<file path="src/rtl/mem_arbiter_pkg.sv">
// ---------------------------------------------------------------------------
// mem_arbiter_pkg
// Shared definitions for the instruction/data memory arbiter.
//   AddrW / DataW / SelW : default bus widths (byte selects = DataW/8)
//   InstAddrBus, ZeroWord: widths/constants shared with the rest of the core
//   ArbIdle..ArbResp     : 2-bit FSM state encodings for the arbiter
// ---------------------------------------------------------------------------
package mem_arbiter_pkg;

  localparam int AddrW       = 32;
  localparam int DataW       = 32;
  localparam int SelW        = DataW / 8;
  localparam int InstAddrBus = AddrW;

  localparam logic [DataW-1:0] ZeroWord = '0;

  localparam int StateW = 2;
  localparam logic [StateW-1:0] ArbIdle = 2'd0;
  localparam logic [StateW-1:0] ArbIf   = 2'd1;
  localparam logic [StateW-1:0] ArbLs   = 2'd2;
  localparam logic [StateW-1:0] ArbResp = 2'd3;

endpackage

</file>
<file path="src/rtl/mem_arbiter_if.sv">
// ---------------------------------------------------------------------------
// mem_arbiter_if
// Bundles the three buses around the memory arbiter:
//   if_*  : instruction-fetch requester (address from the PC)
//   ls_*  : load/store requester (MEM stage)
//   mem_* : single-port memory with a req/ack handshake
// Modports:
//   master : the arbiter (drives mem_*, done/rdata/stall back to requesters)
//   slave  : the environment (pipeline requesters and the memory)
// ---------------------------------------------------------------------------
interface mem_arbiter_if
  import mem_arbiter_pkg::*;
#(
  parameter int ADDR_W = AddrW,
  parameter int DATA_W = DataW
);

  localparam int SEL_W = DATA_W / 8;

  logic              if_req;
  logic [ADDR_W-1:0] if_addr;
  logic              if_flush;
  logic [DATA_W-1:0] if_rdata;
  logic              if_done;
  logic              if_stall;

  logic              ls_req;
  logic              ls_we;
  logic [SEL_W-1:0]  ls_sel;
  logic [ADDR_W-1:0] ls_addr;
  logic [DATA_W-1:0] ls_wdata;
  logic [DATA_W-1:0] ls_rdata;
  logic              ls_done;
  logic              ls_stall;

  logic              mem_req;
  logic              mem_we;
  logic [SEL_W-1:0]  mem_sel;
  logic [ADDR_W-1:0] mem_addr;
  logic [DATA_W-1:0] mem_wdata;
  logic [DATA_W-1:0] mem_rdata;
  logic              mem_ack;

  modport master (
    input  if_req, if_addr, if_flush,
    output if_rdata, if_done, if_stall,
    input  ls_req, ls_we, ls_sel, ls_addr, ls_wdata,
    output ls_rdata, ls_done, ls_stall,
    output mem_req, mem_we, mem_sel, mem_addr, mem_wdata,
    input  mem_rdata, mem_ack
  );

  modport slave (
    output if_req, if_addr, if_flush,
    input  if_rdata, if_done, if_stall,
    output ls_req, ls_we, ls_sel, ls_addr, ls_wdata,
    input  ls_rdata, ls_done, ls_stall,
    input  mem_req, mem_we, mem_sel, mem_addr, mem_wdata,
    output mem_rdata, mem_ack
  );

endinterface

</file>
<file path="src/rtl/mem_arbiter.sv">
// ---------------------------------------------------------------------------
// mem_arbiter
// Shares one single-port memory between instruction fetch and load/store.
// Each access runs IDLE -> IF_ACC/LS_ACC -> RESP -> IDLE; the done pulse and
// read data are visible in RESP. Load/store has priority, but after
// STARVE_MAX consecutive LS grants with a fetch waiting, the fetch is forced.
// Ports:
//   i_clk  : system clock
//   i_rst  : synchronous reset, active low
//   bus    : mem_arbiter_if.master (requester buses and memory bus)
// ---------------------------------------------------------------------------
module mem_arbiter
  import mem_arbiter_pkg::*;
#(
  parameter int ADDR_W     = AddrW,
  parameter int DATA_W     = DataW,
  parameter int STARVE_MAX = 4
)(
  input  logic          i_clk,
  input  logic          i_rst,
  mem_arbiter_if.master bus
);

  localparam int SEL_W = DATA_W / 8;
  localparam logic [3:0] StarveMax = 4'(STARVE_MAX);

  logic [StateW-1:0] r_state;
  logic              r_flushPend;
  logic [3:0]        r_streak;
  logic              r_memReq;
  logic              r_memWe;
  logic [SEL_W-1:0]  r_memSel;
  logic [ADDR_W-1:0] r_memAddr;
  logic [DATA_W-1:0] r_memWdata;
  logic [DATA_W-1:0] r_ifRdata;
  logic [DATA_W-1:0] r_lsRdata;
  logic              r_ifDone;
  logic              r_lsDone;

  logic w_starved;
  logic w_lsWins;

  // A waiting fetch that has watched STARVE_MAX LS grants in a row wins.
  assign w_starved = bus.if_req && (r_streak == StarveMax);
  assign w_lsWins  = bus.ls_req && !w_starved;

  always_ff @(posedge i_clk) begin
    if (!i_rst) begin
      r_state     <= ArbIdle;
      r_flushPend <= 1'b0;
      r_streak    <= '0;
      r_memReq    <= 1'b0;
      r_memWe     <= 1'b0;
      r_memSel    <= '0;
      r_memAddr   <= '0;
      r_memWdata  <= '0;
      r_ifRdata   <= '0;
      r_lsRdata   <= '0;
      r_ifDone    <= 1'b0;
      r_lsDone    <= 1'b0;
    end else begin
      // Done strobes are single-cycle; they are only set on an ack edge.
      r_ifDone <= 1'b0;
      r_lsDone <= 1'b0;
      case (r_state)
        ArbIdle: begin
          if (w_lsWins) begin
            r_state    <= ArbLs;
            r_memReq   <= 1'b1;
            r_memWe    <= bus.ls_we;
            r_memSel   <= bus.ls_sel;
            r_memAddr  <= bus.ls_addr;
            r_memWdata <= bus.ls_wdata;
            if (!bus.if_req)
              r_streak <= '0;
            else if (r_streak != StarveMax)
              r_streak <= r_streak + 4'd1;
          end else if (bus.if_req && !bus.if_flush) begin
            r_state   <= ArbIf;
            r_memReq  <= 1'b1;
            r_memWe   <= 1'b0;
            r_memSel  <= '1;
            r_memAddr <= bus.if_addr;
            r_streak  <= '0;
          end else if (!bus.if_req) begin
            r_streak <= '0;
          end
        end
        ArbIf: begin
          // A redirect during the fetch poisons the result, but the memory
          // access itself still runs to its ack.
          if (bus.if_flush)
            r_flushPend <= 1'b1;
          if (bus.mem_ack) begin
            r_memReq <= 1'b0;
            r_state  <= ArbResp;
            if (!(r_flushPend || bus.if_flush)) begin
              r_ifRdata <= bus.mem_rdata;
              r_ifDone  <= 1'b1;
            end
          end
        end
        ArbLs: begin
          if (bus.mem_ack) begin
            r_memReq <= 1'b0;
            r_state  <= ArbResp;
            r_lsDone <= 1'b1;
            if (!r_memWe)
              r_lsRdata <= bus.mem_rdata;
          end
        end
        default: begin
          // RESP: gives the requester one cycle to retire its request.
          r_flushPend <= 1'b0;
          r_state     <= ArbIdle;
        end
      endcase
    end
  end

  assign bus.mem_req   = r_memReq;
  assign bus.mem_we    = r_memWe;
  assign bus.mem_sel   = r_memSel;
  assign bus.mem_addr  = r_memAddr;
  assign bus.mem_wdata = r_memWdata;
  assign bus.if_rdata  = r_ifRdata;
  assign bus.if_done   = r_ifDone;
  assign bus.ls_rdata  = r_lsRdata;
  assign bus.ls_done   = r_lsDone;

  // Stalls are combinational so the pipeline releases in the done cycle.
  assign bus.if_stall = bus.if_req && !r_ifDone;
  assign bus.ls_stall = bus.ls_req && !r_lsDone;

endmodule

</file>
<file path="src/flat_wrapper.sv">
// flat-port wrapper written by rule: the top's interface ports become plain ports
module mem_arbiter_flat import mem_arbiter_pkg::*;
#(
  parameter int ADDR_W     = AddrW,
  parameter int DATA_W     = DataW,
  parameter int STARVE_MAX = 4
)
  (i_clk, i_rst, bus_if_req, bus_if_addr, bus_if_flush, bus_if_rdata, bus_if_done, bus_if_stall, bus_ls_req, bus_ls_we, bus_ls_sel, bus_ls_addr, bus_ls_wdata, bus_ls_rdata, bus_ls_done, bus_ls_stall, bus_mem_req, bus_mem_we, bus_mem_sel, bus_mem_addr, bus_mem_wdata, bus_mem_rdata, bus_mem_ack);
  mem_arbiter_if #(.ADDR_W(ADDR_W), .DATA_W(DATA_W)) bus_i ();
  input  logic i_clk;
  input  logic i_rst;
  input wire logic [$bits(bus_i.if_req)-1:0] bus_if_req;
  input wire logic [$bits(bus_i.if_addr)-1:0] bus_if_addr;
  input wire logic [$bits(bus_i.if_flush)-1:0] bus_if_flush;
  output wire logic [$bits(bus_i.if_rdata)-1:0] bus_if_rdata;
  output wire logic [$bits(bus_i.if_done)-1:0] bus_if_done;
  output wire logic [$bits(bus_i.if_stall)-1:0] bus_if_stall;
  input wire logic [$bits(bus_i.ls_req)-1:0] bus_ls_req;
  input wire logic [$bits(bus_i.ls_we)-1:0] bus_ls_we;
  input wire logic [$bits(bus_i.ls_sel)-1:0] bus_ls_sel;
  input wire logic [$bits(bus_i.ls_addr)-1:0] bus_ls_addr;
  input wire logic [$bits(bus_i.ls_wdata)-1:0] bus_ls_wdata;
  output wire logic [$bits(bus_i.ls_rdata)-1:0] bus_ls_rdata;
  output wire logic [$bits(bus_i.ls_done)-1:0] bus_ls_done;
  output wire logic [$bits(bus_i.ls_stall)-1:0] bus_ls_stall;
  output wire logic [$bits(bus_i.mem_req)-1:0] bus_mem_req;
  output wire logic [$bits(bus_i.mem_we)-1:0] bus_mem_we;
  output wire logic [$bits(bus_i.mem_sel)-1:0] bus_mem_sel;
  output wire logic [$bits(bus_i.mem_addr)-1:0] bus_mem_addr;
  output wire logic [$bits(bus_i.mem_wdata)-1:0] bus_mem_wdata;
  input wire logic [$bits(bus_i.mem_rdata)-1:0] bus_mem_rdata;
  input wire logic [$bits(bus_i.mem_ack)-1:0] bus_mem_ack;
  assign bus_i.if_req = bus_if_req;
  assign bus_i.if_addr = bus_if_addr;
  assign bus_i.if_flush = bus_if_flush;
  assign bus_if_rdata = bus_i.if_rdata;
  assign bus_if_done = bus_i.if_done;
  assign bus_if_stall = bus_i.if_stall;
  assign bus_i.ls_req = bus_ls_req;
  assign bus_i.ls_we = bus_ls_we;
  assign bus_i.ls_sel = bus_ls_sel;
  assign bus_i.ls_addr = bus_ls_addr;
  assign bus_i.ls_wdata = bus_ls_wdata;
  assign bus_ls_rdata = bus_i.ls_rdata;
  assign bus_ls_done = bus_i.ls_done;
  assign bus_ls_stall = bus_i.ls_stall;
  assign bus_mem_req = bus_i.mem_req;
  assign bus_mem_we = bus_i.mem_we;
  assign bus_mem_sel = bus_i.mem_sel;
  assign bus_mem_addr = bus_i.mem_addr;
  assign bus_mem_wdata = bus_i.mem_wdata;
  assign bus_i.mem_rdata = bus_mem_rdata;
  assign bus_i.mem_ack = bus_mem_ack;
  mem_arbiter #(.ADDR_W(ADDR_W), .DATA_W(DATA_W), .STARVE_MAX(STARVE_MAX)) u_core (.i_clk(i_clk), .i_rst(i_rst), .bus(bus_i));
endmodule
</file>
<file path="config.mk">
export PLATFORM = sky130hd
export DESIGN_NAME = mem_arbiter_flat
export DESIGN_NICKNAME = d
export VERILOG_FILES = /design/src/rtl/mem_arbiter_pkg.sv /design/src/rtl/mem_arbiter_if.sv /design/src/rtl/mem_arbiter.sv /design/src/flat_wrapper.sv
export SDC_FILE = /design/constraint.sdc
export NUM_CORES = 1
export LEC_CHECK = 0
export ABC_AREA = 1
export BUFFER_PORTS_ARGS = -buffer_cell sky130_fd_sc_hd__buf_2
export CAP_MARGIN = 20
export CELL_PAD_IN_SITES_DETAIL_PLACEMENT = 0
export CELL_PAD_IN_SITES_GLOBAL_PLACEMENT = 2
export CORE_ASPECT_RATIO = 1.25
export CORE_MARGIN = 3
export CORE_UTILIZATION = 21
export CTS_CLUSTER_SIZE = 12
export DETAILED_ROUTE_END_ITERATION = 8
export GPL_ROUTABILITY_DRIVEN = 1
export PLACE_DENSITY = 0.77
export SLEW_MARGIN = 20
export SYNTH_ARGS = -nofsm -noshare
export SYNTH_HDL_FRONTEND = slang
export SYNTH_SLANG_ARGS = --single-unit
export TNS_END_PERCENT = 50
</file>
<file path="constraint.sdc">
create_clock -name i_clk -period 1.44 [get_ports i_clk]
set_clock_uncertainty 0.15 [all_clocks]
set_input_delay 0.144 -clock i_clk [delete_from_list [all_inputs] [get_ports i_clk]]
set_output_delay 0.144 -clock i_clk [all_outputs]
set_load 0.01 [all_outputs]
</file>
* After elaboration in Yosys (flattened, before gate mapping)
Cells that the tools add are included.
Widths: inputs -> output; s select.
** Word-level totals
- Word-level logic and storage cells :: 73
- Register bits after elaboration :: 143
** Operators by class
- Multiplexer cells :: 23
- Eq/ne operators :: 9
- Add/subtract/negate cells :: 1
- Bitwise operators :: 3
- Reduce and logical (&&, ||, !) cells :: 25
** Operators by type and width (count)
- $mux 32 :: 2
- $mux 4 :: 7
- $reduce_and 3->1 :: 5
- $reduce_and 2->1 :: 5
- $mux 1 :: 8
- $mux 2 :: 3
- $ne 3x1->1 const B :: 2
- $logic_and 1x1->1 :: 5
- $add 4x1->4 const B :: 1
- $eq 4x3->1 const B :: 1
- $logic_not 1->1 :: 4
- $ne 4x3->1 const B :: 1
- $pmux 1 s2 :: 2
- $pmux 2 s2 :: 1
- $reduce_bool 2->1 :: 2
- $reduce_or 2->1 :: 2
- $ne 3x3->1 const B :: 1
- $not 1->1 :: 3
- $eq 2x1->1 const B :: 1
- $eq 2x2->1 const B :: 1
- $logic_not 2->1 :: 1
- $ne 2x1->1 const B :: 1
- $ne 2x2->1 const B :: 1
- $logic_or 1x1->1 :: 1

* Logic depth before layout (Yosys ltp)
- Depth in word-level cells :: 6
- Gate-level depth with buffers :: 12
- Depth with buffers taken out :: 11

* Worst setup path after synthesis
OpenSTA, ideal clock, no wires.
- Kind :: register -> register
- From :: register u_core.r_state[0]
- To :: register u_core.r_state[0]
- Library setup time :: 0.128 ns
- Cell stages (with the launch flop) :: 9
- Slack :: -0.134 ns
- Clock period less this slack :: 1.574 ns
- Data required time :: 1.162 ns
- Arrival :: 1.297 ns
- Buffers on the path :: 0
- Cell sequence :: dfxtp_1 > inv_1 > ha_1 > inv_1 > or2_2 > nand3_1 > nor2_1 > nor2_1 > nor2_1
** Between the ends
- Cells in the longest elaborated chain, start to end :: 4
- Elaborated cells between the ends (all ways) :: 8
- Classes of those cells :: eq/ne (4); mux (1); reduce/logical (3)
** Ends and longest elaborated chain
- start, declared :: RTL line mem_arbiter.sv:27 : logic [StateW-1:0] r_state;
- start signal, assigned :: RTL line mem_arbiter.sv:49 : r_state <= ArbIdle;
- start signal, assigned :: RTL line mem_arbiter.sv:68 : r_state <= ArbLs;
- start signal, assigned :: RTL line mem_arbiter.sv:79 : r_state <= ArbIf;
- $eq 2x1->1 or $eq 2x2->1 (tied branches) :: RTL line mem_arbiter.sv:65 : case (r_state)
- $reduce_or 2->1 (no line)
- $ne 2x1->1 (no line)
- $reduce_and 2->1 (no line)
Parallel ways exist; a longest one is shown, timed or not.
A chain may end at the register's enable or synchronous reset.

* Final worst setup path
- From :: register u_core.r_streak[0]
- To :: register u_core.r_memAddr[4], in the netlist u_core.bus.mem_addr[4]
** Between the ends
- Cells in the longest elaborated chain, start to end :: 6
- Elaborated cells between the ends (all ways) :: 7
- Classes of those cells :: eq/ne (1); mux (1); reduce/logical (5)
** Ends and longest elaborated chain
- start, declared :: RTL line mem_arbiter.sv:29 : logic [3:0] r_streak;
- start signal, assigned :: RTL line mem_arbiter.sv:77 : r_streak <= r_streak + 4'd1;
- $eq 4x3->1 (*) :: RTL line mem_arbiter.sv:44 : assign w_starved = bus.if_req && (r_streak == StarveMax);
- $logic_and 1x1->1 (*) :: RTL line mem_arbiter.sv:44
- $logic_not 1->1 (*) :: RTL line mem_arbiter.sv:45 : assign w_lsWins = bus.ls_req && !w_starved;
- $logic_and 1x1->1 (*) :: RTL line mem_arbiter.sv:45
- $reduce_bool 2->1 (no line)
- $reduce_and 2->1 (no line)
- end signal, assigned :: RTL line mem_arbiter.sv:72 : r_memAddr <= bus.ls_addr;
- end signal, assigned :: RTL line mem_arbiter.sv:83 : r_memAddr <= bus.if_addr;
- end, declared :: RTL line mem_arbiter.sv:33 : logic [ADDR_W-1:0] r_memAddr;
Mark *: on every way between the ends. The rest lies on a longest branch, timed or not.

==> summary.md <==
| Metric | Value |
|---|---|
| Clock sink total | 143 |
| Worst-Skew Late Latency | between 0.4 and 0.5 ns |
| Largest net degree at the start of global routing | 81 |
| Synth Instances | ~770 |
| Max Slew Vio Count | 0 |
| Hold Path Class | in -> reg |
| Final setup viols | 94 |
| Final critical-path share of the clock period | 1.11 |
| Setup TNS | -10.08 ns |
| Worst Path Required | 1.60 ns |
| DPL Wire Length | between 10 and 15 mm |
| Fin area | 10,200 µm² |
| TritonCTS Buffers | 17 |
| Outcome | finished with violations |
| Worst Setup End Kind | flip-flop |
| Peak supply drop | 0.819 mV |
| PwrDens | 1500 nW/µm² |
| Effective utilization at floorplan | 0.214 |
| # DRC | 0 |
| Worst slew pin tran | 0.365 ns |
| Wire length per cell | 14.1 µm |
| Clock Tree Buf Depth | 2 |
| Seq/Total Area, Yosys | 0.510 |
| Antenna violations before repair | 0 |
| Most common cell after layout, fill and taps aside | buf_2 |
| Syn_area_per_cell | 7.30 µm² |
| Ant. Diodes | 0 |
| Most frequent cells in the layout | buf_2 (276), nor2_1 (184), dfxtp_1 (139) |
| Top cells by area, synth | dfxtp_1 (51%), nor2_1 (15%), nand2_1 (9.5%) |
| Die area | 28,700 µm² |
| Synth top area share | 0.510 |
| Final Hold Viols | 0 |
| Top cell type by total area after synthesis | dfxtp_1 |
| Port Buffers | 276 |
| Yosys Warn Count | 0 |
| WL final | 22.0 mm |
| Layout net count | 1,349 |
| Die width | about 150 µm |
| Vias in the first global route | 6,469 |
| First-pass GRT wire length | 33.9 mm |
| Synth Register Bits | 143 |
| Crit Path Category | reg -> reg |
| Worst path arrival time | ~1.8 ns |
| Ratio of cells with drive above 1 in the final layout | 0.360 |
| Chip height | 189 µm |
| CP Max Fanout | 7 |
| Failing checks | setup timing |
| H-tree depth | 4 |
| Core box area | 26,200 µm² |
| CTS tree | built |
| Fin crit period | 1.59 ns |
| LEAKAGE | 4.88 nW |
| Pre-Repair DR Iteration Count | 4 |
| Worst-path clk slew | around 0.06 ns |
| Slew margin rel. | 0.757 |
| Root buffer cell | clkbuf_16 |
| Startpoint types | flip-flop |
| Utilization of the core after routing | 0.388 |
| Mapped cell area | approximately 5600 µm² |
| GPL Wtd Cong | roughly 0.77 |
| Synthesis-to-layout area growth | 80.9% |
| Syn_nets | 914 |
| FMAX | 628 MHz |
| Max_cap viols | 0 |
| Routed Antenna Nets | 0 |
| Gr ovfl total | 0 |
| Synth cell types | 24 |
| RSZ-0062 raised after global routing | yes |
| Dpl cell area | 7650 µm² |
| Overall Global Routing Usage | 0.146 |
| Initial drt markers | 266 |
| # fillers | 2,727 |
| Vias | 6,434 |
| Row count | 66 |
| Total I/O pin count | 277 |
| Vias per cell | a little over 4 |
| Fin worst setup slack | -0.153 ns |
[flip-flops by register name, indices dropped and copies added, names as in the netlist]
register and cells:
u_core.bus.if_done 1, u_core.bus.if_rdata 32, u_core.bus.ls_done 1, u_core.bus.ls_rdata 32
u_core.bus.mem_addr 32, u_core.bus.mem_req 1, u_core.bus.mem_sel 4, u_core.bus.mem_wdata 32
u_core.bus.mem_we 1, u_core.r_flushPend 1, u_core.r_state 2, u_core.r_streak 4
[worst paths after layout]
check / to / cells after the start / slack, ns / startpoint
hold / removal: u_core.r_streak[3]$_SDFFE_PN0P_ / 4 / 0.06 / bus_ls_req
setup / recovery: u_core.bus.mem_addr[4]$_SDFFE_PN0P_ / 11 / -0.15 / u_core.r_streak[0]$_SDFFE_PN0P_
setup reg to reg: u_core.bus.mem_addr[4]$_SDFFE_PN0P_ / 11 / -0.15 / u_core.r_streak[0]$_SDFFE_PN0P_
hold reg to reg: u_core.bus.mem_wdata[11]$_SDFFE_PN0P_ / 2 / 0.31 / u_core.bus.mem_wdata[11]$_SDFFE_PN0P_
[cells by family after synthesis]
group,count (synthesis),synth area share
compound gates,144,0.128
xor+xnor,1,0.00156
fa+ha+maj,6,0.0134
buf+inv,69,0.0580
flops,143,0.510
simple gates,406,0.289
[power breakdown]
| group | internal, mW | total (mW) | switching, mW |
|---|---|---|---|
| clock | 3.08 | 4.84 | 1.76 |
| sequential | 4.82 | 5.29 | 0.469 |
| combinational | 2.42 | 5.11 | 2.69 |
[routing by layer]
layer | share of wire | track usage | up-vias
met4 | 0.034 | 0.0647 | 0
met1 | 0.43 | 0.173 | 2867
li1 | - | - | 3337
met3 | 0.054 | 0.0388 | 41
met5 | 0 | 0 | -
met2 | 0.49 | 0.247 | 189
[critical path: stages, from the launching register on]
cell	delay [ns]
dfxtp_2	0.33
inv_2	0.05
ha_4	0.15
nand2_2	0.06
inv_2	0.04
nand2_4	0.09
nand3_4	0.13
nand2_8	0.14
inv_8	0.06
clkbuf_16	0.16
nor2_2	0.08
nor2_1	0.05
[stage by stage]
| step | hold slack [ns] | setup WS [ns] | instances | power [mW] |
|---|---|---|---|---|
| 2_1_floorplan | 0.129 | -0.0773 | 769 | 7.52 |
| 6_report | 0.0580 | -0.153 | 1557 | 15.2 |
| 4_1_cts | 0.0241 | -0.134 | 1548 | 15.1 |
| 5_1_grt | 0.0770 | -0.236 | 1557 | 16.2 |
| 3_3_place_gp | 0.228 | -0.169 | 1375 | 9.49 |
| 3_5_place_dp | 0.234 | -0.213 | 1375 | 9.50 |
[final cells by class]
| type | instances | area (µm²) | share of cell area |
|---|---|---|---|
| well taps | 340 | 425 | 0.0419 |
| flip-flops and latches | 143 | 2870 | 0.283 |
| repair buffers | 467 | 3450 | 0.340 |
| inverters | 18 | 82.6 | 0.00813 |
| clock buffers | 18 | 429 | 0.0423 |
| clock inverters | 14 | 213 | 0.0209 |
| multi-input cells | 557 | 2680 | 0.264 |
[synth_stat cells]
master,n
nor2_1,217
dfxtp_1,143
nand2_1,142
o21ai_0,102
a21oi_1,42
nand3_1,36
clkbuf_1,27
inv_1,14
buf_2,9
buf_4,6
ha_1,6
buf_6,4
buf_1,3
inv_2,3
clkbuf_2,2
nand2_4,2
nand4_1,2
nor3_1,2
or2_2,2
clkinv_1,1
nand2_2,1
nand3_4,1
nor2_4,1
xor2_1,1
[repair_timing]
action	in CTS	in global routing
hold buffers	136	0
setup endpoints to repair	140	140
pin swaps	7	9
gates resized for setup	70	52
hold endpoints to repair	139	0
cloned	1	5
buffers inserted	4	4
No activity file was read; power rests on OpenSTA's default activity.
